File: src/rtl/mem_arbiter.sv
// mem_arbiter: shares one single-port Memory32 between a fixed-priority port 0
// and a port 1 that is forced through after STARVE_LIMIT cycles of waiting.
module mem_arbiter #(
    parameter int STARVE_LIMIT = 4,
    parameter int CNT_WIDTH    = 32
) (
    input  logic                 clk,
    input  logic                 rstn,
    input  logic                 m0_valid,
    input  logic                 m0_write,
    input  logic [3:0]           m0_wmask,
    input  logic [31:0]          m0_wdata,
    input  logic [31:0]          m0_addr,
    output logic                 m0_ready,
    output logic                 m0_rvalid,
    output logic [31:0]          m0_rdata,
    input  logic                 m1_valid,
    input  logic                 m1_write,
    input  logic [3:0]           m1_wmask,
    input  logic [31:0]          m1_wdata,
    input  logic [31:0]          m1_addr,
    output logic                 m1_ready,
    output logic                 m1_rvalid,
    output logic [31:0]          m1_rdata,
    output logic                 mem_valid,
    output logic                 mem_write,
    output logic [3:0]           mem_wmask,
    output logic [31:0]          mem_wdata,
    output logic [31:0]          mem_addr,
    input  logic [31:0]          mem_rdata,
    output logic [CNT_WIDTH-1:0] conflict_cnt
);
    logic [3:0] wait_cnt;
    logic       r_pending;
    logic       r_owner;
    logic       force1;
    logic       grant0;
    logic       grant1;

    always_comb begin
        force1    = wait_cnt >= 4'(STARVE_LIMIT);
        grant0    = m0_valid & ~(force1 & m1_valid);
        grant1    = m1_valid & ~grant0;
        m0_ready  = grant0;
        m1_ready  = grant1;
        mem_valid = grant0 | grant1;
        mem_write = grant0 ? m0_write : grant1 ? m1_write : 1'b0;
        mem_wmask = grant0 ? m0_wmask : grant1 ? m1_wmask : 4'd0;
        mem_wdata = grant1 ? m1_wdata : m0_wdata;
        mem_addr  = grant1 ? m1_addr : m0_addr;
        m0_rvalid = r_pending & ~r_owner;
        m1_rvalid = r_pending & r_owner;
        m0_rdata  = mem_rdata;
        m1_rdata  = mem_rdata;
    end

    // wait_cnt only counts while port 1 is actually being held off
    always_ff @(posedge clk or negedge rstn) begin
        if (!rstn) begin
            wait_cnt     <= 4'd0;
            r_pending    <= 1'b0;
            r_owner      <= 1'b0;
            conflict_cnt <= '0;
        end else begin
            wait_cnt     <= (m1_valid & ~grant1) ? (force1 ? wait_cnt : wait_cnt + 4'd1) : 4'd0;
            r_pending    <= mem_valid & ~mem_write;
            r_owner      <= (mem_valid & ~mem_write) ? grant1 : r_owner;
            conflict_cnt <= conflict_cnt + CNT_WIDTH'(m0_valid & m1_valid);
        end
    end
endmodule

File: config.mk
export PLATFORM = sky130hd
export DESIGN_NAME = mem_arbiter
export DESIGN_NICKNAME = d
export VERILOG_FILES = /design/src/rtl/mem_arbiter.sv
export SDC_FILE = /design/constraint.sdc
export NUM_CORES = 1
export LEC_CHECK = 0
export BUFFER_PORTS_ARGS = -buffer_cell sky130_fd_sc_hd__buf_2
export CELL_PAD_IN_SITES_DETAIL_PLACEMENT = 1
export CELL_PAD_IN_SITES_GLOBAL_PLACEMENT = 1
export CORE_AREA = 10 10 127 129
export CTS_CLUSTER_SIZE = 28
export DETAILED_ROUTE_END_ITERATION = 16
export DIE_AREA = 0 0 137 139
export PLACE_DENSITY_LB_ADDON = 0.1
export RECOVER_POWER = 100
export SLEW_MARGIN = 10
export SYNTH_ARGS = -nofsm -noshare
export SYNTH_HDL_FRONTEND = slang
export SYNTH_SLANG_ARGS = --single-unit
File: constraint.sdc
create_clock -name clk -period 3.95 [get_ports clk]
set_input_delay 0.1975 -clock clk [delete_from_list [all_inputs] [get_ports clk]]
set_output_delay 0.1975 -clock clk [all_outputs]
set_load 0.005 [all_outputs]
* Word-level counts from Yosys, hierarchy flattened
Index checks and enable logic that the tools add are counted.
** Cells by class
- Bitwise operators :: 14
- Multiplexer cells :: 8
- Order comparisons :: 1
- Add/subtract/negate cells :: 2
- Equality and inequality tests :: 1
** Operators by type and width (count)
- $mux 32 :: 2
- $add 32x1->32 :: 1
- $mux 4 :: 4
- $and 1x1->1 :: 8
- $not 1->1 :: 5
- $add 4x1->4 const B :: 1
- $ge 4x3->1 const B :: 1
- $mux 1 :: 2
- $ne 2x2->1 const B :: 1
- $or 1x1->1 :: 1
** Storage, ports and cells
- Register bits after elaboration :: 38
- Output and inout bits :: 170
- Word-level logic and storage cells :: 30
- Input bits :: 174

* Logic depth before layout (Yosys ltp)
Gate-level depths: netlist of run 1.
- Depth in word-level cells :: 10
- Mapped depth :: 8
- Mapped depth without buffers :: 8

* Worst setup path before layout of run 1
No wires, ideal clock.
- Kind :: register to register
- Start :: register conflict_cnt[0]
- End :: register conflict_cnt[28]
- Setup slack :: 2.097 ns
- Data required time :: 3.827 ns
- Clock period less this slack :: 1.853 ns
- Path buffers :: 0
- Cell stages (with the launch flop) :: 7
- Arrival :: 1.730 ns
- Library setup time :: 0.123 ns
- Cells stage by stage :: dfrtp_1 > ha_1 > ha_1 > and2_1 > nor4b_2 > nand4_1 > xnor2_1
** On the way
- Longest elaborated chain between the ends :: 1
** RTL lines
- start, declared :: line 31 : output logic [CNT_WIDTH-1:0] conflict_cnt
- start signal, assigned :: line 68 : conflict_cnt <= conflict_cnt + CNT_WIDTH'(m0_valid & m1_valid);
- $add 32x1->32 :: line 68
Every way passes these cells.
A chain may end at the register's enable or synchronous reset.

* Worst setup path in the final report of run 1
- Start :: register wait_cnt[2]
- End :: output port mem_wdata[1]
** On the way
- Longest elaborated chain between the ends :: 7
** RTL lines
- start, declared :: line 33 : logic [3:0] wait_cnt;
- start signal, assigned :: line 65 : wait_cnt <= (m1_valid & ~grant1) ? (force1 ? wait_cnt : wait_cnt + 4'd1) : 4'd0;
- $ge 4x3->1 :: line 41 : force1 = wait_cnt >= 4'(STARVE_LIMIT);
- $and 1x1->1 :: line 42 : grant0 = m0_valid & ~(force1 & m1_valid);
- $not 1->1 :: line 42
- $and 1x1->1 :: line 42
- $not 1->1 :: line 43 : grant1 = m1_valid & ~grant0;
- $and 1x1->1 :: line 43
- $mux 32 :: line 49 : mem_wdata = grant1 ? m1_wdata : m0_wdata;
- end, declared :: line 28 : output logic [31:0] mem_wdata,
Every way passes these cells.

==> results of run 1 <==
==> sequential cells by signal (all words and copies together), names as in the netlist <==
signal        count
conflict_cnt     32
wait_cnt          4
r_owner           1
r_pending         1
==> critical path: stages, from the launching register on <==
cell     delay (ns)
dfrtp_1        0.36
o21ai_0        0.09
and2_0         0.42
nor2b_4        0.54
buf_12         0.34
mux2_1         0.43
buf_2          0.16
==> cell families (layout without fill, tap and decap cells) <==
logic type / count (synthesis) / in the layout / share of synthesized area [%]
buffers and inverters: 77 / 261 / 18.0
and+or+nand+nor: 75 / 75 / 14.0
muxes: 64 / 64 / 23.9
DFF: 38 / 38 / 31.6
xor gates and xnor gates: 30 / 30 / 8.73
AOI/OAI and AO/OA: 9 / 9 / 1.95
adders and majority gates: 4 / 4 / 1.66
other: 1 / 6 / 0.125
==> cells in the mapped netlist (all sizes together) (2+ instances only) <==
master	n	share of area (%)
o21ai	5	0.83
dfrtp	38	32
a22o	2	0.58
nor4	5	1.0
nor4b	2	1.0
inv	4	0.50
mux2	64	24
xor2	7	2.0
ha	4	1.7
and2	5	1.0
nor2	7	0.87
nand3	14	2.3
nand3b	2	0.50
and3	2	0.42
nor2b	3	0.62
xnor2	23	6.7
buf	72	17
nor3	3	0.50
nand2	19	2.4
nand4	10	2.6
==> final timing paths <==
path                            slack, ns  depth (start not counted)               end
worst max register to register       1.59                          6  conflict_cnt[28]
worst min register to register       0.45                          1       wait_cnt[0]
worst min-delay path                 0.16                          2         r_pending
min in group asynchronous            0.57                          1  conflict_cnt[20]
worst max-delay path                 1.12                          6      mem_wdata[1]
max in group asynchronous            2.13                          1       wait_cnt[0]
==> power breakdown <==
| group | internal (mW) | switching, mW |
|---|---|---|
| sequential | 0.422 | 0.0479 |
| clock | 0.250 | 0.151 |
| combinational | 0.167 | 0.155 |
| total | 0.839 | 0.354 |
==> per-layer routing <==
metal	GRT usage (%)	vias up	part of all wire [%]
met5	0	-	0.26
met4	2.66	6	1.2
met3	8.62	19	14
met2	23.5	180	44
met1	19.1	1285	41
li1	-	1330	-
==> placed cells by master, fill, tap and decap left out, types with 9 or more instances in the layout <==
master    count
buf_2       168
clkbuf_1     81
dfrtp_1      38
mux2_1       17
mux2_2       47
nand2_1      19
nand3_1      14
nand4_1       9
xnor2_1      23
==> area by class of cell <==
cell class                 count  area [um2]  area share, %
clock inverter                 1        5.00          0.124
timing repair buffer         249        1160           28.8
sequential                    38         951           23.6
antenna                        5        12.5          0.310
multi-input combinational    183        1520           37.7
clock buffer                   7         143           3.54
inverter                       4        15.0          0.372
tap                          180         225           5.59
==> stage by stage <==
stage | utilization [%] | hold WS [ns] | cells | area (um2)
finish | 29.5 | 0.156 | 667 | 4030
global route | 29.5 | 0.169 | 665 | 4030
CTS | 30.2 | 0.0966 | 662 | 4130
detailed placement | 29.1 | 0.393 | 654 | 3980
global placement | 29.1 | 0.390 | 654 | 3980
floorplan | - | -0.0981 | 298 | 3010
==> flow_summary.toml, run 1 <==
[grt]
grt_max_degree = 54
grt_overflow_total = 0
antenna_found_initial = 9
grt_pass1_vias = 3048
grt_pass1_wl_um = 22100
groute.usage.overall_pct = 15.5

[yosys]
ys_seq_area_share_pct = 31.6
synth-main-ff-cell = "dfrtp_1"
avgSynthCellArea_um2 = 10.1
async_flop_share_pct = 100
yosysWarnings = 0
syn_nets = 476
syn-cell-area_um2 = 3010
yosys.cell_types.count = 29
synth-edff-count = 0
syn-instance-count = 298
ys_seq_elements = 38

[placed_design]
dp_worst_setup_slack_ns = 1.33
dp_hpwl_um = 13900
portBuffers = 247
place.gp.congestion = 0.870

[drt]
routed_wl_um = 15900
avgRoutedWirePerCell_um = 23.9
num_vias = 2820
drt_first_pass_iters = 4
drt-initial-drc-count = 86
ant_nets = 0
viasPerCell = 4.23
drc = 0

[critical_path]
start_kind = "register"
critPathLaunch = "wait_cnt[2]"
end_kind = "primary output"
required_ns = 3.75
crit_fanout = 53
rr_startpoint = "conflict_cnt[0]"
arrival_ns = 2.63
crit_type = "reg2out"

[final_layout]
drive_gt1_share_pct = 46.9
n_fill_cell = 1668
nets = 659
syn_to_final_growth_pct = 33.9

[timing]
fin_crit_ns = 2.83
setup_tns_ns = 0
rsz0062_at_grt = "false"
fmax_mhz = 353
finClkSkew_ns = 0.00466
tightest_slew_ns = 2.20
hold_viol = 0
fin_crit_sh_pct = 71.6
setup-violations-final = 0
slew_headroom_pct = -46.4
slew_violations = 39
layout_setup_ws_ns = 1.12

[outcome]
status = "complete, but fails checks"
violations = "max-capacitance violations, max-slew violations"

[floorplanning]
design.die.area_um2 = 19000
core_area_um2 = 13700
die_h_um = 139
row_count = 43
start_util_pct = 22.0
die_x_um = 137
ioPinCount = 344

[pwr]
p_leak_nw = 1.90
vdd_drop_max_mv = 0.136
total_power_mw = 1.19
powerDensity_nw_per_um2 = 296

[clocking]
clk_latency_ns = 0.28
cts.clk_slew.worst_paths_ns = 0.05
cts_max_level = 2
clockRootBuffer = "clkbuf_16"
numCtsBuffers = 5
cts_tree = "built"
postCtsSetupBuffers = 0
postCtsResizedCells = 0
ctsHoldBuffers = 0
cts.path.max_buffers = 2
cts.sinks = 38

[hold_path]
hp-start = "m1_write"
hold_class = "in2reg"

[flow_run]
drv_cap = 1
No activity file was read; power rests on OpenSTA's default activity.
==> run 2, diff against run 1 <==
- CORE_AREA: 10 10 127 129 -> default
- CORE_MARGIN: default -> 10
- CORE_UTILIZATION: default -> 22
- DIE_AREA: 0 0 137 139 -> default
- clock period: 3.95 -> 2.68 ns (I/O delays scaled with it)
==> run 2 against run 1 <==
  * The flow still finishes with violations (max-capacitance violations, max-slew violations)
  * Clock skew about the same
  * Non-clock buffer count is 5 higher
  * Sequential power up 49%
  * Worst setup slack got worse by 0.89 ns
  * Critical path type unchanged
  * Register-to-register slack worse by 1.2 ns
  * Largest power group unchanged
  * Count of clock-buffer cells in the layout down 1
  * Highest routed layer is now met4
  * Combinational power increased by 55%
==> flow_summary.toml, run 2 (synthesis results as in run 1) <==
[timing]
rsz0062_at_grt = "false"
fmax_mhz = 408
slew_violations = 39
slew_headroom_pct = -43.4
hold_viol = 0
setup-violations-final = 0
setup_tns_ns = 0
finClkSkew_ns = 0.00470
tightest_slew_ns = 2.15
fin_crit_sh_pct = 91.5
fin_crit_ns = 2.45

[grt]
grt_overflow_total = 0
grt_pass1_wl_um = 22500
grt_max_degree = 39
groute.usage.overall_pct = 16.5
antenna_found_initial = 2
grt_pass1_vias = 3189

[critical_path]
required_ns = 2.55
crit_cells = 6
path_buf_inv = 2
critPathTopFamily = "simple AND/OR/NAND/NOR gates"
crit_type = "reg2out"
end_kind = "primary output"
arrival_ns = 2.32
start_kind = "register"
crit_fanout = 13
crit_chain = "o21ai_0 -> and2_1 -> nor2b_4 -> buf_4 -> mux2_2 -> buf_2"
r2r_cells = 7
slowest_delay_ns = 0.42
slowest_stage = "mux2_2"

[drt]
ant_nets = 0
drt_first_pass_iters = 4
num_vias = 2838
avgRoutedWirePerCell_um = 25.1
routed_wl_um = 16600
viasPerCell = 4.27
drt-initial-drc-count = 78
drc = 0

[pwr]
p_leak_nw = 1.90
p_seq_share_pct = 38.6
swShare_pct = 31.5
powerDensity_nw_per_um2 = 447
p_clk_share_pct = 33.6
pwr-share-comb_pct = 27.8
power_switching_mw = 0.569
total_power_mw = 1.81
vdd_drop_max_mv = 0.219
internal_power_mw = 1.24

[final_layout]
layout_common_cells = "163 x buf_2, 86 x clkbuf_1, 55 x mux2_2"
final_common_cell = "buf_2"
n_fill_cell = 1679
largest_register = "conflict_cnt"
largest_register_ffs = 32
top_regs = "conflict_cnt (32), wait_cnt (4)"
multi_input_area_um2 = 1510
seq_area_um2 = 951
syn_to_final_growth_pct = 34.2
drive_gt1_share_pct = 47.8
nets = 664

[hold_path]
hold_class = "in2reg"
min_path_cells = 2

[clocking]
postCtsResizedCells = 0
cts.path.max_buffers = 2
clk_latency_ns = 0.28
clockRootBuffer = "clkbuf_16"
numCtsBuffers = 5
cts_max_level = 2
ctsHoldBuffers = 0
cts.clk_slew.worst_paths_ns = 0.06
cts_tree = "built"
postCtsSetupBuffers = 0
cts.sinks = 38

[placed_design]
place.gp.congestion = 0.824
portBuffers = 247
dp_hpwl_um = 14800

[outcome]
violations = "max-capacitance violations, max-slew violations"
status = "complete, but fails checks"

[floorplanning]
row_count = 42
die_h_um = 137
start_util_pct = 22.6
design.die.area_um2 = 18800
core_area_um2 = 13300
die_x_um = 137
ioPinCount = 344

[flow_run]
drv_cap = 1
-- run 2: cell count changes in the layout (fill, tap and decap cells not counted) --
cell / previous run / this run
mux2_1: 17 / 9
mux2_2: 47 / 55
buf_2: 168 / 163
clkbuf_1: 81 / 86
diode_2: 5 / 1
buf_4: 0 / 3
and2_0: 3 / 4
and2_1: 2 / 1
clkbuf_2: 0 / 1
clkinvlp_4: 0 / 1
nor4b_1: 1 / 2
nor4b_2: 1 / 0
-- run 2: final timing paths --
check                           startpoint               end  slack, ns
max in group asynchronous             rstn   conflict_cnt[9]       0.97
min in group asynchronous             rstn  conflict_cnt[17]       0.48
setup reg to reg           conflict_cnt[0]  conflict_cnt[28]       0.41
hold / removal                    m1_write         r_pending       0.08
setup / recovery               wait_cnt[2]     mem_wdata[27]       0.23
hold reg to reg                wait_cnt[0]       wait_cnt[0]       0.46
-- run 2: metal layers --
metal	vias up	part of all wire (%)	global-route usage, %
met2	134	45	24.3
met1	1315	38	19.7
met5	-	0	0
met3	46	15	10.1
li1	1343	-	-
met4	0	2.0	4.51
-- run 2: cell type report --
cell class / count / share of cell area (%)
antenna: 1 / 0.0620
clock buffer: 6 / 3.44
clock inverter: 2 / 0.310
inverter: 4 / 0.372
multi-input combinational: 183 / 37.5
sequential: 38 / 23.5
tap: 176 / 5.45
timing repair buffer: 254 / 29.4
-- run 2: power by group through the flow --
stage / Sequential (mW) / Combinational (mW) / Clock, mW
after global routing: 0.709 / 0.566 / 0.660
after detailed placement: 0.706 / 0.547 / 0
final: 0.697 / 0.502 / 0.607
after global placement: 0.704 / 0.544 / 0
after floorplan: 0.694 / 0.273 / 0
after CTS: 0.696 / 0.550 / 0.633
-- run 2: through the flow --
stage	hold WS [ns]	std cells	area, um2	utilization, %	setup WS [ns]
final	0.0829	664	4040	30.3	0.227
after global routing	0.0982	663	4040	30.2	0.0416
after CTS	0.0160	663	4160	31.2	0.220
after detailed placement	0.268	655	4010	30.1	0.532
after global placement	0.268	655	4010	30.1	0.572
after floorplan	-0.162	298	3010	-	0.827
